<file path="config.mk">
export PLATFORM = sky130hd
export DESIGN_NAME = fetch_stage
export DESIGN_NICKNAME = d
export VERILOG_FILES = /design/src/rtl/fetch_stage.sv
export SDC_FILE = /design/constraint.sdc
export NUM_CORES = 1
export LEC_CHECK = 0
export CAP_MARGIN = 5
export CELL_PAD_IN_SITES_DETAIL_PLACEMENT = 1
export CELL_PAD_IN_SITES_GLOBAL_PLACEMENT = 1
export CORE_MARGIN = 2
export CORE_UTILIZATION = 42
export DETAILED_ROUTE_END_ITERATION = 6
export PLACE_DENSITY = 0.84
export SYNTH_ARGS = -nofsm -noshare
export SYNTH_HDL_FRONTEND = slang
export SYNTH_SLANG_ARGS = --single-unit
</file>
<file path="constraint.sdc">
create_clock -name clk -period 3 [get_ports clk]
set_clock_uncertainty 0.2 [all_clocks]
set_input_delay 0.6 -clock clk [delete_from_list [all_inputs] [get_ports clk]]
set_output_delay 0.6 -clock clk [all_outputs]
set_load 0.03 [all_outputs]
</file>
<file path="src/rtl/fetch_stage.sv">
// fetch_stage: owns the fetch PC, drives a 1-cycle-latency instruction memory and
// presents a registered {pc, inst} pair to decode with a one-entry skid buffer. Rev 1.0
`default_nettype none

module fetch_stage #(
  parameter logic [31:0] RESET_PC = 32'h0,
  parameter int          IMEM_AW  = 14
) (
  input  logic               clk,
  input  logic               rstn,
  output logic               imem_en,
  output logic [IMEM_AW-1:0] imem_addr,
  input  logic [31:0]        imem_rdata,
  input  logic               stall,
  input  logic               redirect,
  input  logic [31:0]        redirect_pc,
  input  logic               halt,
  output logic [31:0]        pc,
  output logic [31:0]        inst,
  output logic               valid,
  output logic               halted
);

  localparam logic [31:0] BUBBLE = 32'h0000_0001;

  typedef enum logic [1:0] {
    RUN   = 2'd0,
    STALL = 2'd1,
    HALT  = 2'd2
  } state_t;

  state_t      state_q, state_d;
  logic [31:0] fpc_q, fpc_d;
  logic        ifl_v_q, ifl_v_d;
  logic [31:0] ifl_pc_q, ifl_pc_d;
  logic        skid_v_q, skid_v_d;
  logic [31:0] skid_pc_q, skid_pc_d;
  logic [31:0] skid_inst_q, skid_inst_d;
  logic [31:0] pc_q, pc_d;
  logic [31:0] inst_q, inst_d;
  logic        valid_q, valid_d;
  logic        halted_q, halted_d;

  // A redirect issues its target immediately; otherwise issue only when decode can accept.
  assign imem_en   = rstn && (state_q != HALT) && (redirect || !stall);
  assign imem_addr = redirect ? redirect_pc[IMEM_AW+1:2] : fpc_q[IMEM_AW+1:2];

  assign pc     = pc_q;
  assign inst   = inst_q;
  assign valid  = valid_q;
  assign halted = halted_q;

  always_comb begin
    state_d     = state_q;
    fpc_d       = fpc_q;
    ifl_v_d     = ifl_v_q;
    ifl_pc_d    = ifl_pc_q;
    skid_v_d    = skid_v_q;
    skid_pc_d   = skid_pc_q;
    skid_inst_d = skid_inst_q;
    pc_d        = pc_q;
    inst_d      = inst_q;
    valid_d     = valid_q;
    halted_d    = halted_q;

    if (state_q == HALT) begin
      state_d = HALT;
    end else if (redirect) begin
      inst_d   = BUBBLE;
      valid_d  = 1'b0;
      skid_v_d = 1'b0;
      ifl_v_d  = 1'b1;
      ifl_pc_d = redirect_pc;
      fpc_d    = redirect_pc + 32'd4;
      state_d  = RUN;
    end else if (stall) begin
      // The word landing this cycle would be lost without the skid entry.
      if (ifl_v_q) begin
        skid_v_d    = 1'b1;
        skid_pc_d   = ifl_pc_q;
        skid_inst_d = imem_rdata;
      end
      ifl_v_d = 1'b0;
      state_d = STALL;
    end else if (halt) begin
      inst_d   = BUBBLE;
      valid_d  = 1'b0;
      ifl_v_d  = 1'b0;
      skid_v_d = 1'b0;
      halted_d = 1'b1;
      state_d  = HALT;
    end else begin
      if (skid_v_q) begin
        pc_d    = skid_pc_q;
        inst_d  = skid_inst_q;
        valid_d = 1'b1;
      end else if (ifl_v_q) begin
        pc_d    = ifl_pc_q;
        inst_d  = imem_rdata;
        valid_d = 1'b1;
      end else begin
        inst_d  = BUBBLE;
        valid_d = 1'b0;
      end
      skid_v_d = 1'b0;
      ifl_v_d  = 1'b1;
      ifl_pc_d = fpc_q;
      fpc_d    = fpc_q + 32'd4;
      state_d  = RUN;
    end
  end

  always_ff @(posedge clk or negedge rstn) begin
    if (!rstn) begin
      state_q     <= RUN;
      fpc_q       <= RESET_PC;
      ifl_v_q     <= 1'b0;
      ifl_pc_q    <= 32'h0;
      skid_v_q    <= 1'b0;
      skid_pc_q   <= 32'h0;
      skid_inst_q <= 32'h0;
      pc_q        <= 32'h0;
      inst_q      <= BUBBLE;
      valid_q     <= 1'b0;
      halted_q    <= 1'b0;
    end else begin
      state_q     <= state_d;
      fpc_q       <= fpc_d;
      ifl_v_q     <= ifl_v_d;
      ifl_pc_q    <= ifl_pc_d;
      skid_v_q    <= skid_v_d;
      skid_pc_q   <= skid_pc_d;
      skid_inst_q <= skid_inst_d;
      pc_q        <= pc_d;
      inst_q      <= inst_d;
      valid_q     <= valid_d;
      halted_q    <= halted_d;
    end
  end

endmodule

`default_nettype wire

</file>
# Word-level counts from Yosys, hierarchy flattened
# Cells that the tools add are included.
# classes
reduce_logical	11
mux	29
bitwise	4
n_addsub	2
n_eq_ne	5
# ops
op	n
$mux W32	13
$add A32 B3 Y32 const B	2
$mux W14	1
$mux W1	11
$mux W2	4
$reduce_and A4 Y1	2
$reduce_and A5 Y1	1
$ne A2 B2 Y1 const B	2
$not A1 Y1	4
$reduce_and A2 Y1	2
$ne A3 B1 Y1 const B	1
$reduce_and A3 Y1	1
$eq A2 B2 Y1 const B	1
$logic_and A1 B1 Y1	2
$ne A2 B1 Y1 const B	1
$reduce_bool A2 Y1	1
$logic_not A1 Y1	1
$logic_or A1 B1 Y1	1
# totals
elab_cells	62
output_inout_bits	81
reg_bits	198

# Logic depth before layout (Yosys ltp)
# Gate-level depths: netlist (run 1).
# logic_depth
word_depth	5
depth_mapped	14
mapped_depth_nobuf	8

# Least setup slack after synthesis (run 1)
# Ideal clock, no wire load.
# synth_timing
path_type	input to register
from	input port redirect
to	register fpc_q[28]
path_stages	14
n_path_buf	6
t_arrival_ns	3.243
slack_ns	-0.510
required_ns	2.734
cell_sequence	buf_6 -> buf_6 -> buf_2 -> buf_2 -> buf_2 -> mux2_2 -> ha_1 -> inv_1 -> a211oi_2 -> nand4_1 -> buf_2 -> or4_1 -> a21oi_1 -> a221o_1
# synth_between
elab_chain_len	2
word_cells_on_any_way	4
cone_classes	eq/ne: 2; mux: 1; reduce/logical: 1
# synth_rtl
item	line_no	text
start: declaration	15	input logic redirect,
$ne A2 B2 Y1 (no source line) or $ne A2 B1 Y1 (tied branches)	n/a	
$reduce_and A3 Y1 (no source line)	n/a	
end signal: assignment	128	fpc_q <= fpc_d;
end: declaration	33	logic [31:0] fpc_q, fpc_d;
# Parallel ways exist; a longest one is shown, timed or not.
# A chain may end at the register's enable or synchronous reset.

# Final worst setup path (run 1)
# layout_timing
from	input port redirect_pc[10]
to	output port imem_addr[8]
# layout_between
elab_chain_len	1
# layout_rtl
item	line_no	text
start: declaration	16	input logic [31:0] redirect_pc,
$mux W14	46	assign imem_addr = redirect ? redirect_pc[IMEM_AW+1:2] : fpc_q[IMEM_AW+1:2];
end: declaration	12	output logic [IMEM_AW-1:0] imem_addr,
# No other way between the ends.

==> results of run 1 <==
[worst max path at each step]
stage,startpoint,to,slack (ns),depth (start not counted)
2_1_floorplan,redirect,fpc_q[24]$_DFFE_PN0P_,-0.1,14
3_3_place_gp,redirect_pc[10],fpc_q[22]$_DFFE_PN0P_,-0.11,7
3_5_place_dp,redirect_pc[10],fpc_q[22]$_DFFE_PN0P_,-0.17,7
4_1_cts,redirect,imem_addr[2],0.02,5
5_1_grt,redirect_pc[10],imem_addr[8],0.03,5
6_report,redirect_pc[10],imem_addr[8],0.1,5
[sequential cells by signal, summed over array words and instances, names as in the netlist]
name	flops
fpc_q	32
ifl_pc_q	32
inst	32
pc	32
skid_inst_q	32
skid_pc_q	32
state_q	2
halted	1
ifl_v_q	1
skid_v_q	1
valid	1
[cells by family after synthesis]
group           after synthesis
compound gates              200
xor+xnor                     23
fa+ha+maj                     1
buf+inv                      68
flops                       198
mux                         128
simple gates                244
[through the flow]
stage | total power, µW | setup slack [ns]
after floorplan | 6700 | -0.0964
after CTS | 10800 | 0.0239
after global routing | 11300 | 0.0256
after global placement | 8130 | -0.106
after detailed placement | 8380 | -0.167
final | 10700 | 0.0987
[routing by layer]
| layer | share of wire (%) | wire [µm] | vias up | global-route usage [%] |
|---|---|---|---|---|
| met3 | 3.7 | 981 | 31 | 4.02 |
| met5 | 0 | 0 | - | 0 |
| met4 | 1.2 | 331 | 0 | 5.56 |
| met1 | 47 | 12400 | 3793 | 32.4 |
| li1 | - | - | 3407 | - |
| met2 | 48 | 12900 | 193 | 37.6 |
[placed cells by master, fill, tap and decap left out, types with 17 or more instances in the layout]
master           instances
nand2_1                119
mux2i_1                 53
mux2_2                  74
a21oi_1                 48
buf_4                   53
clkbuf_16               17
dfrtp_1                196
a22oi_1                 35
o21ai_0                 73
nor2_1                  53
clkdlybuf4s50_1        143
[layout make-up]
class	count	area, µm²	area share [%]
clock buffers	22	474	3.98
clock inverters	10	120	1.01
inverters	13	48.8	0.409
multi-input cells	596	3980	33.4
flip-flops and latches	198	4960	41.6
well taps	280	350	2.94
repair buffers	205	1990	16.7
[critical path, delay by kind of cell]
family,cells,cell delay (ns)
buf+inv,4,1.41
mux,1,0.08
[power breakdown]
part / switching, µW / internal, µW / total [µW]
Sequential: 733 / 3710 / 4440
Clock: 1030 / 1300 / 2330
Combinational: 2180 / 1750 / 3930
==> results.toml, run 1 <==
[grt]
grt_max_degree = 148
grt_overflow = 0
grt_first_pass_wirelength_mm = 43.0
grt.total_usage_pct = 23.1
antenna_found_initial = 0
grt_pass1_vias = 7802

[timing]
finalSetupViolCount = 0
relSlewSlack_pct = 44.0
post-route-min-period_ns = 2.90
finalCritPeriodShare_pct = 96.7
slew_violations = 0
hold_violations = 0
finalSetupTns_ns = 0
worst-slew-pin-transition_ns = 0.839
max_freq_ghz = 0.345
holdWs_ns = 0.166
rsz0062_at_grt = "no"

[die]
rows = 54
fp.dieH_um = 152
die-area_um2 = 23000
floorplan.initialDensity_pct = 42.4
ioPinCount = 150
die_w_um = 152
core_um2 = 21600

[final_layout]
layout-drive-gt1-share_pct = 17.5
synthToLayoutAreaGrowth_pct = 29.9
fin_area_um2 = 11900
n_antenna_cell = 0
nets = 1101
stdcell_count = 1324
fin_util_pct = 55.1
fillers = 2329

[status]
outcome = "finished, final reports clean"

[worst_setup_path]
crit_path_max_incr_delay_ns = 0.69
arrival_ns = 2.10
critPathLaunchType = "input port"
end_kind = "output pin"
critPathMaxFanout = 4
path_cells = "clkdlybuf4s50_1 > buf_4 > mux2i_1 > inv_1 > clkdlybuf4s50_1"
timing.rr.start = "fpc_q[6]$_DFFE_PN0P_"
rrSetupSlack_ns = 0.55
rr_endpoint = "fpc_q[21]$_DFFE_PN0P_"
worst_r2r_path_depth = 7
crit_top_cell = "clkdlybuf4s50_1"
slowest_stage = "clkdlybuf4s50_1"
cp.required_ns = 2.20
path_class = "in2out"

[drt]
detailedRoute.firstPassIterationCount = 6
drtIter0Drc = 421
num_vias = 7424
drcViolationCount = 0
wl_per_cell_um = 20.1
wl_mm = 26.6
via_per_inst = 5.61
detail-route-antenna-nets = 0

[synth]
syn_nets = 932
yosysWarnings = 0
synth_top_family_by_area = "multiplexers"
synth-simple-area-share_pct = 12.1
synth_area_leaders = "dfrtp_1, mux2_2, mux2i_1, nand2_1, o21ai_0"
synth_most_common_cell = "dfrtp_1"
ys.flop_type = "dfrtp_1"
synth_top_cell_area_share_pct = 53.7
syn_avg_cell_area_um2 = 10.6
yosysTopAreaCell = "dfrtp_1"
synth.area.mux_share_pct = 15.0
ys_seq_area_share_pct = 54.0
synth_area_um2 = 9180
synth_fa_ha_area_share_pct = 0.136
yosys-top-cells-count = "dfrtp_1, nand2_1, mux2_2"
yosys_register_bits = 198
ys_types = 54
synth_xor_area_share_pct = 2.20
synthCells = 862
synth-compound-area-share_pct = 13.4
synthArstFlopShare_pct = 100
synth-edff-count = 0

[placed_design]
port-buffer-count = 149
gp_congestion = 0.880
numPlacedInstances = 1292
dp_hpwl_mm = 18.2
place_area_um2 = 11300

[clocking]
ctsHtreeMaxLevel = 4
cts.repair.resized = 0
cts_tree = "yes"
path_clk_slew_ns = 0.07
clock-sinks = 198
cts_setup_buffers = 0
cts_buffer_depth = 2
insertion_delay_ns = 0.43
cts-root-buf = "clkbuf_16"
postCtsHoldBufs = 0
cts_buffers = 17

[flow_run]
maxCapViolCount = 0

[power_and_ir_drop]
ir_drop_mv = 0.446
power.density_nw_per_um2 = 898
p_leak_uw = 0.00510

[hold_path]
hp-class = "in2async"
Note: power is estimated with default switching activity, not from simulation.
==> run 2: changes to the inputs <==
--- a/config.mk
+++ b/config.mk
@@ -9,9 +9,9 @@
 export CELL_PAD_IN_SITES_DETAIL_PLACEMENT = 1
 export CELL_PAD_IN_SITES_GLOBAL_PLACEMENT = 1
 export CORE_MARGIN = 2
-export CORE_UTILIZATION = 42
+export CORE_UTILIZATION = 45
 export DETAILED_ROUTE_END_ITERATION = 6
-export PLACE_DENSITY = 0.84
+export PLACE_DENSITY = 0.89
 export SYNTH_ARGS = -nofsm -noshare
 export SYNTH_HDL_FRONTEND = slang
 export SYNTH_SLANG_ARGS = --single-unit
==> constraint.sdc (replaced) <==
create_clock -name clk -period 3.75 [get_ports clk]
set_clock_uncertainty 0.2 [all_clocks]
set_input_delay 0.75 -clock clk [delete_from_list [all_inputs] [get_ports clk]]
set_output_delay 0.75 -clock clk [all_outputs]
set_load 0.03 [all_outputs]
==> results.toml, run 2 (same netlist as run 1, synthesis figures left out) <==
[status]
outcome = "finished, final reports clean"

[clocking]
path_clk_slew_ns = 0.08
cts_buffers = 17
cts-root-buf = "clkbuf_16"
insertion_delay_ns = 0.44
cts.repair.resized = 0
clock-sinks = 198
postCtsHoldBufs = 0
ctsHtreeMaxLevel = 4
cts_buffer_depth = 2
cts_tree = "yes"
cts_setup_buffers = 0

[worst_setup_path]
rr_endpoint = "fpc_q[22]$_DFFE_PN0P_"
cp-endpoint = "imem_en"
path_cells = "buf_2 > buf_4 > o21ai_2 > nor2_1 > clkdlybuf4s50_1"
arrival_ns = 2.45
crit_path_max_incr_delay_ns = 0.70
cp_num_cells = 5
cp.required_ns = 2.80
crit_start = "redirect"
crit_buf_inv = 3
crit_family = "buffers and inverters"
path_class = "in2out"
worst_r2r_path_depth = 9
critPathLaunchType = "input port"
critPathMaxFanout = 22
timing.rr.start = "fpc_q[2]$_DFFE_PN0P_"
slowest_stage = "clkdlybuf4s50_1"
rrSetupSlack_ns = 1.11
end_kind = "output pin"

[grt]
antenna_found_initial = 0
grt_pass1_vias = 7766
grt_overflow = 0
grt.total_usage_pct = 24.5
grt_first_pass_wirelength_mm = 42.0
grt_max_degree = 72

[final_layout]
synthToLayoutAreaGrowth_pct = 25.9
nets = 1067
mostFrequentLayoutCells = "dfrtp_1, clkdlybuf4s50_1, nand2_1"
stdcell_count = 1280
n_antenna_cell = 0
layout-drive-gt1-share_pct = 14.3
fin_util_pct = 57.5
layout_commonest_cell = "dfrtp_1"

[timing]
worst-slew-pin-transition_ns = 1.04
holdWs_ns = 0.281
finalCritPeriodShare_pct = 90.7
finalSetupViolCount = 0
relSlewSlack_pct = 30.8
post-route-min-period_ns = 3.40
rsz0062_at_grt = "no"
finalSetupTns_ns = 0
max_freq_ghz = 0.294
slew_violations = 0
hold_violations = 0

[die]
core_um2 = 20100
rows = 52
die_w_um = 147
ioPinCount = 150
fp.dieH_um = 147
die-area_um2 = 21600
floorplan.initialDensity_pct = 45.6

[placed_design]
numPlacedInstances = 1248
port-buffer-count = 149
gp_congestion = 0.904
dp_hpwl_mm = 18.0

[power_and_ir_drop]
p_leak_uw = 0.00490
power.density_nw_per_um2 = 731
ir_drop_mv = 0.358

[drt]
wl_mm = 26.0
via_per_inst = 5.72
wl_per_cell_um = 20.3
detailedRoute.firstPassIterationCount = 4
num_vias = 7319
drtIter0Drc = 326
drcViolationCount = 0
detail-route-antenna-nets = 0

[flow_run]
maxCapViolCount = 0

[hold_path]
hp-class = "reg2reg"
## run 2: cell count changes in the layout (fill, tap and decap cells not counted), moves of 3 or more
cell | before | now
buf_12 | 7 | 2
buf_4 | 53 | 20
clkbuf_8 | 4 | 1
clkdlybuf4s50_1 | 143 | 147
inv_6 | 1 | 8
## run 2: where the power goes
group / switching [µW] / leakage, µW / internal, µW / total (µW)
sequential: 673 / 0.00242 / 2960 / 3640
clock: 875 / 0.000288 / 946 / 1820
combinational: 1650 / 0.00220 / 1340 / 2990
total: 3200 / 0.00490 / 5250 / 8450
## run 2: worst register-to-register path: cells and delay by family, from the launching register on
| family | cells | cell delay [ns] |
|---|---|---|
| flops | 1 | 0.40 |
| compound gates | 2 | 0.66 |
| xor+xnor | 1 | 0.09 |
| simple gates | 2 | 0.45 |
| buf+inv | 2 | 0.33 |
| mux | 1 | 0.20 |
| fa+ha+maj | 1 | 0.19 |
## run 2: routing by layer
layer	wire, µm	part of all wire (%)	track usage, %
met4	258	0.99	5.19
met5	0	0	0
met1	11500	44	33.5
met3	1290	5.0	4.16
met2	12900	50	41.3
## run 2: final cells by class
class                   instances  area [µm²]
clock inverters                15         154
multi-input cells             596        3950
fillers                      2152        8550
well taps                     270         338
repair buffers                171        1680
flip-flops and latches        198        4960
inverters                      13        48.8
clock buffers                  17         425
## run 2: worst min-delay path by stage
stage / from / to / slack (ns) / cells after the start
global placement: fpc_q[1]$_DFFE_PN0P_ / fpc_q[1]$_DFFE_PN0P_ / 0.26 / 2
floorplan: fpc_q[0]$_DFFE_PN0P_ / fpc_q[0]$_DFFE_PN0P_ / 0.24 / 2
CTS: fpc_q[1]$_DFFE_PN0P_ / fpc_q[1]$_DFFE_PN0P_ / 0.29 / 2
finish: halted$_DFFE_PN0P_ / halted$_DFFE_PN0P_ / 0.28 / 1
detailed placement: halted$_DFFE_PN0P_ / halted$_DFFE_PN0P_ / 0.27 / 1
global route: halted$_DFFE_PN0P_ / halted$_DFFE_PN0P_ / 0.30 / 1
## run 2: metrics by stage
| step | area (µm²) | setup WS (ns) | total power [µW] |
|---|---|---|---|
| finish | 11600 | 0.348 | 8450 |
| global route | 11600 | 0.271 | 8920 |
| CTS | 11600 | 0.346 | 8500 |
| detailed placement | 11000 | 0.239 | 6630 |
| global placement | 11000 | 0.375 | 6420 |
| floorplan | 9180 | 0.0904 | 5350 |
